<file path="config.mk">
export PLATFORM = sky130hd
export DESIGN_NAME = pipe_credit_buffer_flat
export DESIGN_NICKNAME = d
export VERILOG_FILES = /design/src/rtl/pipe_credit_buffer_if.sv /design/src/rtl/pipe_credit_buffer.sv /design/src/flat_wrapper.sv
export SDC_FILE = /design/constraint.sdc
export NUM_CORES = 1
export LEC_CHECK = 0
export CAP_MARGIN = 40
export CORE_ASPECT_RATIO = 1.2
export CORE_MARGIN = 8
export CORE_UTILIZATION = 38
export CTS_CLUSTER_SIZE = 12
export DETAILED_ROUTE_END_ITERATION = 16
export GPL_TIMING_DRIVEN = 0
export RECOVER_POWER = 50
export SYNTH_ARGS = -nofsm -noshare
export SYNTH_HDL_FRONTEND = slang
export SYNTH_SLANG_ARGS = --single-unit
</file>
<file path="constraint.sdc">
create_clock -name clk -period 3.65 [get_ports clk]
set_input_delay 0.365 -clock clk [delete_from_list [all_inputs] [get_ports clk]]
set_output_delay 0.365 -clock clk [all_outputs]
set_load 0.1 [all_outputs]
</file>
<file path="src/rtl/pipe_credit_buffer_if.sv">
// pipe_credit_buffer_if: credit-issue, pipe-result and output-stream bundle.
// master = upstream issuer/pipe plus downstream sink; slave = the buffer.
interface pipe_credit_buffer_if #(
    parameter int DW = 16
);
    logic          issue_ok;
    logic          issue;
    logic          pipe_vld;
    logic [DW-1:0] pipe_data;
    logic          out_vld;
    logic [DW-1:0] out_data;
    logic          out_rdy;

    modport master (
        input  issue_ok, out_vld, out_data,
        output issue, pipe_vld, pipe_data, out_rdy
    );

    modport slave (
        output issue_ok, out_vld, out_data,
        input  issue, pipe_vld, pipe_data, out_rdy
    );
endinterface

</file>
<file path="src/rtl/pipe_credit_buffer.sv">
// pipe_credit_buffer: credit-based output FIFO behind a fixed-latency pipe.
// Optional macro PCB_BYPASS_EN: empty buffer forwards pipe results same cycle.
module pipe_credit_buffer #(
    parameter int DW    = 16,
    parameter int LAT   = 4,
    parameter int DEPTH = 8
) (
    input  logic                       clk,
    input  logic                       rst,
    pipe_credit_buffer_if.slave        bus,
    output logic [$clog2(DEPTH+1)-1:0] count,
    output logic [1:0]                 err
);
    localparam int CW = $clog2(DEPTH + 1);
    localparam int AW = $clog2(DEPTH);

    if (DEPTH < LAT + 1) begin : g_lat_chk
        $error("pipe_credit_buffer: DEPTH must be >= LAT+1");
    end
    if (DEPTH < 2 || (DEPTH & (DEPTH - 1)) != 0) begin : g_pow2_chk
        $error("pipe_credit_buffer: DEPTH must be a power of two >= 2");
    end

    logic [CW-1:0] occ_q, occ_d;
    logic [CW-1:0] infl_q, infl_d;
    logic [AW-1:0] wr_q, wr_d;
    logic [AW-1:0] rd_q, rd_d;
    logic [1:0]    err_q, err_d;
    logic [DW-1:0] mem_q [DEPTH];

    logic [CW:0]   used;
    logic          empty, full, infl_z;
    logic          acc, drain, push, pop;
`ifdef PCB_BYPASS_EN
    logic          byp;
`endif

    // Credit accounting, push/pop decisions and output mux
    always_comb begin
        used         = {1'b0, occ_q} + {1'b0, infl_q};
        bus.issue_ok = used < (CW+1)'(DEPTH);
        empty        = (occ_q == '0);
        full         = (occ_q == CW'(DEPTH));
        infl_z       = (infl_q == '0);
        acc          = bus.issue & bus.issue_ok;
        drain        = bus.pipe_vld & ~infl_z;
`ifdef PCB_BYPASS_EN
        // Empty buffer: result goes straight out; skip the write if taken
        byp          = bus.pipe_vld & empty;
        bus.out_vld  = ~empty | byp;
        bus.out_data = byp ? bus.pipe_data : mem_q[rd_q];
        push         = bus.pipe_vld & (~infl_z | ~full)
                       & ~(byp & bus.out_rdy);
`else
        bus.out_vld  = ~empty;
        bus.out_data = mem_q[rd_q];
        push         = bus.pipe_vld & (~infl_z | ~full);
`endif
        pop    = bus.out_vld & bus.out_rdy & ~empty;
        infl_d = infl_q + CW'(acc) - CW'(drain);
        occ_d  = occ_q + CW'(push) - CW'(pop);
        wr_d   = wr_q + AW'(push);
        rd_d   = rd_q + AW'(pop);
        err_d  = err_q | {bus.pipe_vld & infl_z,
                          bus.issue & ~bus.issue_ok};
    end

    // Counters, pointers and sticky error flags
    always_ff @(posedge clk) begin
        if (rst) begin
            occ_q  <= '0;
            infl_q <= '0;
            wr_q   <= '0;
            rd_q   <= '0;
            err_q  <= '0;
        end else begin
            occ_q  <= occ_d;
            infl_q <= infl_d;
            wr_q   <= wr_d;
            rd_q   <= rd_d;
            err_q  <= err_d;
        end
    end

    // Storage; cleared on reset so idle out_data reads as zero
    always_ff @(posedge clk) begin
        if (rst) begin
            for (int i = 0; i < DEPTH; i++) begin
                mem_q[i] <= '0;
            end
        end else if (push) begin
            mem_q[wr_q] <= bus.pipe_data;
        end
    end

    assign count = occ_q;
    assign err   = err_q;
endmodule

</file>
<file path="src/flat_wrapper.sv">
// flat-port wrapper written by rule: the top's interface ports become plain ports
module pipe_credit_buffer_flat 
#(
    parameter int DW    = 16,
    parameter int LAT   = 4,
    parameter int DEPTH = 8
)
  (clk, rst, count, err, bus_issue_ok, bus_out_vld, bus_out_data, bus_issue, bus_pipe_vld, bus_pipe_data, bus_out_rdy);
  pipe_credit_buffer_if #(.DW(DW)) bus_i ();
  input  logic clk;
  input  logic rst;
  output logic [$clog2(DEPTH+1)-1:0] count;
  output logic [1:0] err;
  output wire logic [$bits(bus_i.issue_ok)-1:0] bus_issue_ok;
  output wire logic [$bits(bus_i.out_vld)-1:0] bus_out_vld;
  output wire logic [$bits(bus_i.out_data)-1:0] bus_out_data;
  input wire logic [$bits(bus_i.issue)-1:0] bus_issue;
  input wire logic [$bits(bus_i.pipe_vld)-1:0] bus_pipe_vld;
  input wire logic [$bits(bus_i.pipe_data)-1:0] bus_pipe_data;
  input wire logic [$bits(bus_i.out_rdy)-1:0] bus_out_rdy;
  assign bus_issue_ok = bus_i.issue_ok;
  assign bus_out_vld = bus_i.out_vld;
  assign bus_out_data = bus_i.out_data;
  assign bus_i.issue = bus_issue;
  assign bus_i.pipe_vld = bus_pipe_vld;
  assign bus_i.pipe_data = bus_pipe_data;
  assign bus_i.out_rdy = bus_out_rdy;
  pipe_credit_buffer #(.DW(DW), .LAT(LAT), .DEPTH(DEPTH)) u_core (.clk(clk), .rst(rst), .bus(bus_i), .count(count), .err(err));
endmodule
</file>
## After elaboration in Yosys (flattened, before gate mapping)

Memories as Yosys holds them, arrays and structs flattened. A register that Yosys moved wholly into a read port is not among the register bits.
Cells that the tools add are included.

| cells by class | value |
|---|---|
| add/subtract/negate cells | 7 |
| reductions and logical operators | 3 |
| muxes and demuxes | 9 |
| magnitude comparators | 1 |
| bitwise operators | 13 |
| eq/ne operators | 1 |

Operators by type and width:

| operator | count |
|---|---|
| $mux W16 | 1 |
| $reduce_or A16 Y1 | 1 |
| $add A4 B1 Y4 | 2 |
| $logic_not A4 Y1 | 2 |
| $sub A4 B1 Y4 | 2 |
| $and A1 B1 Y1 | 7 |
| $add A3 B1 Y3 | 2 |
| $mux W1 | 6 |
| $mux W3 | 2 |
| $add A4 B4 Y5 | 1 |
| $lt A5 B4 Y1 const B | 1 |
| $eq A4 B4 Y1 const B | 1 |
| $not A1 Y1 | 4 |
| $or A2 B2 Y2 | 1 |
| $or A1 B1 Y1 | 1 |

| word-level totals | value |
|---|---|
| input bits | 21 |
| memories kept | 1 |
| bits in writable memories | 128 |
| word-level logic and storage cells | 40 |
| register bits | 16 |

Memories:

| name | words | bits a word | read ports | clocked after memory_dff | write ports | line | RTL |
|---|---|---|---|---|---|---|---|
| u_core.mem_q | 8 | 16 | 1 | 1 | 8 | pipe_credit_buffer.sv:29 | `logic [DW-1:0] mem_q [DEPTH];` |

## Depth between registers and ports, before layout

Gate-level depths: netlist (run 1).

| logic depth | value |
|---|---|
| depth after elaboration | 9 |
| gate-level depth with buffers | 11 |
| gate-level depth less buffers | 11 |

## Worst setup path after synthesis (run 1)

Ideal clock, no wire load.

| timing | value |
|---|---|
| path type | reg-to-reg |
| start | reg u_core.occ_q[1] (netlist: u_core.count[1]) |
| end | reg u_core.infl_q[1] |
| data required time | 3.524 ns |
| stages on the path, launching flop included | 8 |
| library setup time | 0.126 ns |
| arrival time | 7.612 ns |
| path slack | -4.089 ns |
| path through | dfxtp_1 ha_1 a31o_2 a2111oi_0 and2_1 ha_1 fa_1 nor2b_1 |

| on the way | value |
|---|---|
| longest elaborated chain between the ends | 5 |

RTL lines:

| element | line | RTL |
|---|---|---|
| from (decl) | pipe_credit_buffer.sv:24 | `logic [CW-1:0] occ_q, occ_d;` |
| from (signal assigned) | pipe_credit_buffer.sv:71 | `occ_q <= '0;` |
| from (signal assigned) | pipe_credit_buffer.sv:77 | `occ_q <= occ_d;` |
| $add A4 B4 Y5 | pipe_credit_buffer.sv:40 | `used = {1'b0, occ_q} + {1'b0, infl_q};` |
| $lt A5 B4 Y1 | pipe_credit_buffer.sv:41 | `bus.issue_ok = used < (CW+1)'(DEPTH);` |
| via bus_issue_ok | flat_wrapper.sv:14 | `output wire logic [$bits(bus_i.issue_ok)-1:0] bus_issue_ok;` |
| $and A1 B1 Y1 | pipe_credit_buffer.sv:45 | `acc = bus.issue & bus.issue_ok;` |
| $add A4 B1 Y4 | pipe_credit_buffer.sv:60 | `infl_d = infl_q + CW'(acc) - CW'(drain);` |
| $sub A4 B1 Y4 | pipe_credit_buffer.sv:60 |  |
| via u_core.infl_d[1] | pipe_credit_buffer.sv:25 | `logic [CW-1:0] infl_q, infl_d;` |
| to (signal assigned) | pipe_credit_buffer.sv:78 | `infl_q <= infl_d;` |
| to (decl) | pipe_credit_buffer.sv:25 |  |

The timed path passes the listed nets, and every way through them passes these cells.
A chain may end at the register's enable or synchronous reset.

==> results of run 1 <==
[sequential cells by signal (all words and copies together) (netlist names)]
register / cells
u_core.mem_q: 128
u_core.count: 4
u_core.infl_q: 4
u_core.rd_q: 3
u_core.wr_q: 3
u_core.err: 2
[per-layer routing]
metal | GRT usage, % | vias to the layer above
met5 | 0 | -
met4 | 6.38 | 0
met3 | 3.53 | 26
met2 | 27.7 | 186
met1 | 18.8 | 2206
li1 | - | 1984
[kinds of logic after synthesis]
logic type | synth area share [%]
buffers and inverters | 3.81
AO/OA/AOI/OAI | 3.02
adder cells (fa/ha/maj) | 3.88
flip-flops | 61.0
AND/OR/NAND/NOR | 13.1
XOR/XNOR | 0.513
multiplexers | 14.7
[area by class of cell]
class | instances | area share [%]
buffer | 31 | 1.84
clock buffer | 19 | 5.09
clock inverter | 13 | 1.99
inverter | 13 | 0.574
multi-input combinational | 306 | 28.2
sequential | 144 | 49.0
tap | 220 | 3.24
timing repair buffer | 76 | 10.0
[report_power, final]
group	internal (mW)	switching, mW
clock	1.13	0.664
combinational	1.03	1.65
sequential	1.96	0.0767
total	4.12	2.39
[tightest hold or removal path, cell delays in order (launching register included)]
cell,delay (ns)
dfxtp_1,0.32
nor2_1,0.08
nor3_1,0.04
[per-stage QoR]
step	util, %	instances	worst slack [ns]	area, sq um
2_1_floorplan	-	494	0.122	6850
4_1_cts	49.4	822	0.309	8680
3_3_place_gp	43.1	758	0.254	7570
5_1_grt	48.4	822	0.257	8500
6_report	48.4	822	0.369	8500
3_5_place_dp	46.0	790	0.716	8080
[cells in the final DEF, fill, tap and decap left out, types with 3 or more instances in the layout]
cell / count
dfxtp_1: 15
buf_6: 4
clkinv_2: 6
nand3_1: 3
o21ai_0: 3
a31o_2: 3
mux2_2: 16
buf_8: 26
clkbuf_1: 28
nand2_1: 33
nand2b_1: 3
clkdlybuf4s50_1: 42
nor2b_1: 26
o21bai_2: 5
inv_1: 13
o21bai_1: 3
edfxtp_1: 128
and2_1: 3
mux4_2: 4
clkbuf_16: 17
buf_1: 3
mux4_1: 28
xnor2_1: 3
nor2_1: 138
a21oi_1: 5
bufinv_16: 4
ha_1: 18
[final timing paths]
check	startpoint	to	cells past startpoint
setup / recovery	u_core.rd_q[1]	bus_out_data[8]	5
hold / removal	u_core.err[0]	u_core.err[0]	2
setup reg to reg	u_core.count[2]	u_core.mem_q[3][2]	7
hold reg to reg	u_core.err[0]	u_core.err[0]	2
==> results.toml, run 1 <==
[run_status]
outcome = "complete, no violations"

[synth]
ys_seq_area_share_pct = 61.0
ys.flop_type = "edfxtp_1"
synth_nets = 535
ys_ff_latch = 144
post-synth-top-count-cell = "nor2_1"
synth_edf_count = 128
synth_top_area_cell = "edfxtp_1"
netlist_top_cells_count = "nor2_1 (138), edfxtp_1 (128), nand2_1 (33)"
netlist_top_cells_area = "edfxtp_1 (56%), mux4_1 (11%), nor2_1 (7.6%)"
synth_area_per_cell_sq_um = 13.8
yosysWarnings = 0
netlist_instances = 494
synth_top_area_share_pct = 56.3
synth_cell_types = 32
async_reset_ff_share_pct = 0
syn_area_sq_um = 6830

[detailed_routing]
drt_wl_total_mm = 17.6
wl_met1_mm = 7.10
drt_iter0_drc = 476
top_layer = "met4"
final_antenna_net_count = 0
wl_met2_mm = 9.02
wl_per_cell_microns = 21.4
drc = 0
viasPerCell = 5.36
wl_met3_mm = 1.22
detail_route.first_pass.iterations = 5
vias = 4402

[worst_setup_path]
critPathSlowestCell = "buf_1"
required_ns = 3.28
end_kind = "output port"
rrSetupSlack_ns = 0.71
cp-start-kind = "flop"
critPathTopFamily = "buffers and inverters"
crit_fanout = 10
path_class = "flop to output port"
crit_chain = "buf_1 -> mux4_1 -> mux2_2 -> clkdlybuf4s50_1 -> buf_8"
crit_buf_inv = 3
critPathMaxStageDelay_ns = 0.65
worstPathArrival_ns = 2.92

[clock_network]
cts_setup_buffers = 0
clk_latency_ns = 0.43
cts_root_buf = "clkbuf_16"
clk_pin_slew_ns = 0.06
hold_buffers = 0
htreeDepth = 4
clockBufferDepth = 2
cts_buffers = 17
post_cts_resize_count = 0
clkSinkCount = 144
cts_tree = "done"

[global_routing]
grt_pass1_vias = 4669
grt_max_degree = 17
track_usage_pct = 15.9
grt.overflow.total = 0
grt_antenna_before_repair = 0
grt_pass1_wl_mm = 26.8

[sta]
min_period_over_period_pct = 89.9
worstMarginPinSlew_ns = 1.17
fin_skew_ns = 0.00718
setup_viol = 0
fmax_mhz = 305
relSlewSlack_pct = 22.4
holdWs_ns = 0.489
rsz0062_at_grt = "no"
drv_slew = 0
min_period_ns = 3.28
hold_viol_final = 0
tns_ns = 0

[finish]
area_growth_pct = 24.4
ff_latch_area_sq_um = 4170
drive_gt1_share_pct = 15.4
multi_input_area_sq_um = 2400
final_nets = 630
n_antenna_cell = 0
nFillCells = 1512

[floorplan]
fp.coreArea_sq_um = 17600
die_x_microns = 138
chipHeight_microns = 163
die_area_sq_um = 22500
start_util_pct = 38.9
rows = 53
ioPinCount = 45

[power]
p_per_area_nw_per_um2 = 766
power.leakage_nw = 3.14
power_mw = 6.51
vdd_ir_drop_max_v = 0.000590

[min_path]
hp-class = "flop to flop"

[place]
gp_congestion = 0.786
hpwlAfterDp_mm = 11.8
io_buffers = 44

[run]
cap_violations = 0
Note: power is estimated with default switching activity, not from simulation.
==> run 2, diff against run 1 <==
--- a/config.mk
+++ b/config.mk
@@ -5,7 +5,7 @@
 export SDC_FILE = /design/constraint.sdc
 export NUM_CORES = 1
 export LEC_CHECK = 0
-export CAP_MARGIN = 40
+export CAP_MARGIN = 20
 export CORE_ASPECT_RATIO = 1.2
 export CORE_MARGIN = 8
 export CORE_UTILIZATION = 38
@@ -13,6 +13,7 @@
 export DETAILED_ROUTE_END_ITERATION = 16
 export GPL_TIMING_DRIVEN = 0
 export RECOVER_POWER = 50
+export REMOVE_ABC_BUFFERS = 1
 export SYNTH_ARGS = -nofsm -noshare
 export SYNTH_HDL_FRONTEND = slang
 export SYNTH_SLANG_ARGS = --single-unit
==> run 2 against run 1 <==
- sequential power grew 3%
- largest power group unchanged
- first-iteration DRC count shrank 42%
- critical endpoint is now bus_out_data[14]
- non-clock buffer count down 52
==> results.toml, run 2 (same netlist as run 1, synthesis figures left out) <==
[worst_setup_path]
end_kind = "output port"
path_class = "flop to output port"
cp-start-kind = "flop"
rrSetupSlack_ns = 0.39
crit_fanout = 18
required_ns = 3.28
worstPathArrival_ns = 3.19

[global_routing]
track_usage_pct = 13.3
grt_max_degree = 43
grt_pass1_wl_mm = 22.6
grt_antenna_before_repair = 0
grt_pass1_vias = 4230
grt.overflow.total = 0

[power]
pwr-share-clk_pct = 27.7
seq_power_share_pct = 35.4
p_switching_mw = 2.21
comb_power_share_pct = 36.8
swShare_pct = 37.4
power.leakage_nw = 3.01
power_mw = 5.92
vdd_ir_drop_max_v = 0.000618
intPower_mw = 3.71
p_per_area_nw_per_um2 = 731

[detailed_routing]
final_antenna_net_count = 0
viasPerCell = 5.22
drt_wl_total_mm = 14.9
wl_per_cell_microns = 19.4
drt_iter0_drc = 278
vias = 4020
detail_route.first_pass.iterations = 5
drc = 0

[finish]
top_register = "u_core.mem_q"
design_area_sq_um = 8100
largest_reg_flops = 128
final_nets = 578
n_antenna_cell = 0
drive_gt1_share_pct = 13.5
layout_common_cells = "nor2_1 (138), edfxtp_1 (128), clkdlybuf4s50_1 (34)"
area_growth_pct = 18.6
fin_util_pct = 46.1
final_common_cell = "nor2_1"

[sta]
min_period_over_period_pct = 97.4
fin_skew_ns = 0.0100
drv_slew = 0
rsz0062_at_grt = "no"
holdWs_ns = 0.484
fmax_mhz = 281
relSlewSlack_pct = 27.6
worstMarginPinSlew_ns = 1.08
tns_ns = 0
hold_viol_final = 0
min_period_ns = 3.55
setup_viol = 0

[clock_network]
cts_setup_buffers = 0
clkSinkCount = 144
cts_tree = "done"
cts_buffers = 17
clk_pin_slew_ns = 0.06
clk_latency_ns = 0.42
cts_root_buf = "clkbuf_16"
htreeDepth = 4
clockBufferDepth = 2

[floorplan]
die_area_sq_um = 22500
ioPinCount = 45
chipHeight_microns = 163
fp.coreArea_sq_um = 17600
start_util_pct = 38.9
die_x_microns = 138
rows = 53

[min_path]
hp-class = "flop to flop"

[place]
gp_congestion = 0.698
io_buffers = 44
hpwlAfterDp_mm = 9.31
placed_cell_area_sq_um = 7520

[run]
cap_violations = 0

[run_status]
outcome = "complete, no violations"
## run 2: cell types whose count changed in the layout (fill, tap and decap cells not counted), sizes merged
cell,before,now
clkinvlp,2,0
buf,37,11
dlymetal6s2s,0,3
dlygate4sd3,2,6
bufinv,4,0
clkinv,7,4
clkbuf,45,29
clkdlybuf4s50,42,34
## run 2: path summary, 6_finish.rpt
| path | startpoint | to | depth (start not counted) |
|---|---|---|---|
| setup reg to reg | u_core.infl_q[2] | u_core.mem_q[6][3] | 7 |
| hold / removal | u_core.err[0] | u_core.err[0] | 2 |
| setup / recovery | u_core.rd_q[0] | bus_out_data[14] | 4 |
| hold reg to reg | u_core.err[0] | u_core.err[0] | 2 |
## run 2: critical path, cell delays in order (launching register included)
cell and delay (ns):
dfxtp_2 0.67, buf_12 0.26, mux4_1 0.58, mux2_2 0.28
clkdlybuf4s50_1 0.97
## run 2: layout make-up
type                    count  area [sq um]
multi-input cells         306          2420
inverters                  13          48.8
flip-flops and latches    144          4170
clock inverters             4          18.8
well taps                 220           275
fillers                  1530          9470
clock buffers              28           559
repair buffers             55           613
## run 2: power groups by stage
stage	combinational [mW]	sequential, mW	clock (mW)
2_1_floorplan	1.45	2.28	0
3_3_place_gp	2.10	2.17	0
3_5_place_dp	2.22	2.14	0
4_1_cts	2.23	2.11	1.67
5_1_grt	2.32	2.12	1.74
6_report	2.18	2.10	1.64
## run 2: through the flow
step | cells | worst slack (ns)
2_1_floorplan | 463 | -4.08
3_3_place_gp | 727 | -0.467
3_5_place_dp | 737 | 0.487
4_1_cts | 769 | 0.0335
5_1_grt | 770 | 0.000351
6_report | 770 | 0.0963
## run 2: repair_timing
| item | in CTS | in global routing |
|---|---|---|
| hold buffers | 0 | 0 |
| endpoints found under the setup margin | 0 | 3 |
| resized for setup | 0 | 3 |
## run 2: layer usage
metal	routed length [microns]	GRT usage [%]
met1	6270	15.6
met5	0	0
met2	7490	22.3
met3	822	3.47
met4	330	6.23
==> run 3, diff against run 2 <==
--- a/config.mk
+++ b/config.mk
@@ -11,7 +11,6 @@
 export CORE_UTILIZATION = 38
 export CTS_CLUSTER_SIZE = 12
 export DETAILED_ROUTE_END_ITERATION = 16
-export GPL_TIMING_DRIVEN = 0
 export RECOVER_POWER = 50
 export REMOVE_ABC_BUFFERS = 1
 export SYNTH_ARGS = -nofsm -noshare
==> run 3 against run 2 <==
- the flow now finishes with violations (max-capacitance violations, max-slew violations)
- largest power group unchanged
- sequential cell count is the same
- cell count is 1.0% higher
- first-iteration DRC count decreased by 1.1%
- clock power is 5% lower
- clock skew is 0.0040 ns lower
- total power down 2.1%
- core utilization shrank 0.93 points
- non-clock buffer count up 8
- routed wire length grew 2.0%
- combinational power about the same
==> results.toml, run 3 (same netlist as run 1, synthesis figures left out) <==
[run_status]
outcome = "complete, but fails checks"
violations = "max-capacitance violations, max-slew violations"

[worst_setup_path]
critPathTopFamily = "compound AO/OA/AOI/OAI gates"
worstPathArrival_ns = 3.21
end_kind = "flop"
rrSetupSlack_ns = 0.60
cp-start-kind = "flop"
critPathMaxStageDelay_ns = 1.23
crit_buf_inv = 2
critPathSlowestCell = "o21ai_1"
crit_fanout = 19
crit_chain = "inv_1 -> ha_1 -> or3b_1 -> o21ai_1 -> buf_4 -> nor2_1"
path_class = "flop to flop"
required_ns = 3.81

[sta]
fin_skew_ns = 0.00598
fmax_mhz = 328
min_period_ns = 3.05
rsz0062_at_grt = "no"
relSlewSlack_pct = -4.23
hold_viol_final = 0
drv_slew = 20
worstMarginPinSlew_ns = 1.55
setup_viol = 0
min_period_over_period_pct = 83.5

[global_routing]
track_usage_pct = 13.8
grt.overflow.total = 0
grt_pass1_vias = 4299
grt_max_degree = 29
grt_antenna_before_repair = 0
grt_pass1_wl_mm = 23.4

[finish]
final_nets = 586
n_antenna_cell = 0
ff_latch_area_sq_um = 4170
final_common_cell = "nor2_1"
area_growth_pct = 16.2
top_register = "u_core.mem_q"
multi_input_area_sq_um = 2380
largest_reg_flops = 128
nFillCells = 1557
layout_common_cells = "nor2_1 (138), edfxtp_1 (128), nand2_1 (33)"
drive_gt1_share_pct = 15.4
fin_util_pct = 45.2

[place]
hpwlAfterDp_mm = 9.86
gp_congestion = 0.788
io_buffers = 44

[clock_network]
cts_tree = "done"
clk_pin_slew_ns = 0.06
cts_root_buf = "clkbuf_16"
post_cts_resize_count = 0
cts_setup_buffers = 0
clockBufferDepth = 2
clk_latency_ns = 0.42
clkSinkCount = 144
hold_buffers = 0
htreeDepth = 4
cts_buffers = 17

[floorplan]
start_util_pct = 38.9
ioPinCount = 45
die_area_sq_um = 22500
die_x_microns = 138
chipHeight_microns = 163
fp.coreArea_sq_um = 17600
rows = 53

[power]
power.leakage_nw = 2.94
seq_power_share_pct = 35.7
pwr-share-clk_pct = 26.8
comb_power_share_pct = 37.5
p_per_area_nw_per_um2 = 730
vdd_ir_drop_max_v = 0.000553
swShare_pct = 38.6
intPower_mw = 3.56
power_mw = 5.79
p_switching_mw = 2.24

[run]
cap_violations = 1

[detailed_routing]
final_antenna_net_count = 0
viasPerCell = 5.16
vias = 4011
wl_per_cell_microns = 19.6
detail_route.first_pass.iterations = 4
drc = 0
drt_wl_total_mm = 15.2
drt_iter0_drc = 275

[min_path]
hp-class = "input port to flop"
-- run 3: cell types whose count changed in the layout (fill, tap and decap cells not counted), moves of 3 or more --
cell | before | now
o21bai_2 | 6 | 0
clkdlybuf4s50_1 | 34 | 20
buf_4 | 0 | 31
clkinv_1 | 1 | 5
clkbuf_8 | 5 | 0
o21bai_1 | 2 | 8
buf_8 | 5 | 0
dlymetal6s2s_1 | 3 | 0
clkinvlp_4 | 0 | 3
-- run 3: layout make-up --
type	count	share of cell area, %
flip-flops and latches	144	52.5
multi-input cells	306	30.0
clock inverters	14	1.26
clock buffers	18	5.41
well taps	220	3.47
repair buffers	63	6.73
inverters	13	0.615
-- run 3: path summary, 6_finish.rpt --
path	cells past startpoint	from	endpoint
max	6	u_core.infl_q[2]	u_core.mem_q[0][14]
min	2	rst	u_core.rd_q[2]
max reg2reg	6	u_core.infl_q[2]	u_core.mem_q[0][14]
min reg2reg	2	u_core.err[0]	u_core.err[0]
-- run 3: power by group through the flow --
stage	logic (mW)	registers [mW]	clock network, mW
6_report	2.17	2.07	1.55
5_1_grt	2.31	2.09	1.64
4_1_cts	2.23	2.07	1.57
3_5_place_dp	2.22	2.11	0
3_3_place_gp	2.20	2.10	0
2_1_floorplan	1.45	2.28	0
-- run 3: worst reg2reg max path, delay by kind of cell, from the launching register on --
kind                     cells  cell delay [ns]
AO/OA/AOI/OAI                1             1.23
adder cells (fa/ha/maj)      1             0.16
buffers and inverters        2             0.50
flip-flops                   1             0.32
AND/OR/NAND/NOR              2             0.57
-- run 3: through the flow --
step | instance area [sq um] | worst slack [ns] | hold WS, ns | cells | setup TNS (ns)
2_1_floorplan | 6620 | -4.08 | 0.432 | 463 | -18.67
3_3_place_gp | 7440 | 1.10 | 0.477 | 746 | 0
3_5_place_dp | 7440 | 1.04 | 0.478 | 746 | 0
4_1_cts | 7970 | 0.766 | 0.314 | 778 | 0
5_1_grt | 7940 | 0.411 | 0.346 | 778 | 0
6_report | 7940 | 0.604 | 0.324 | 778 | 0
-- run 3: layer usage --
metal / global-route usage [%] / routed length [microns] / vias to the layer above
met3: 3.94 / 847 / 18
li1: - / - / 1891
met2: 24.4 / 7910 / 96
met4: 5.00 / 221 / 0
met5: 0 / 0 / -
met1: 15.5 / 6240 / 2006
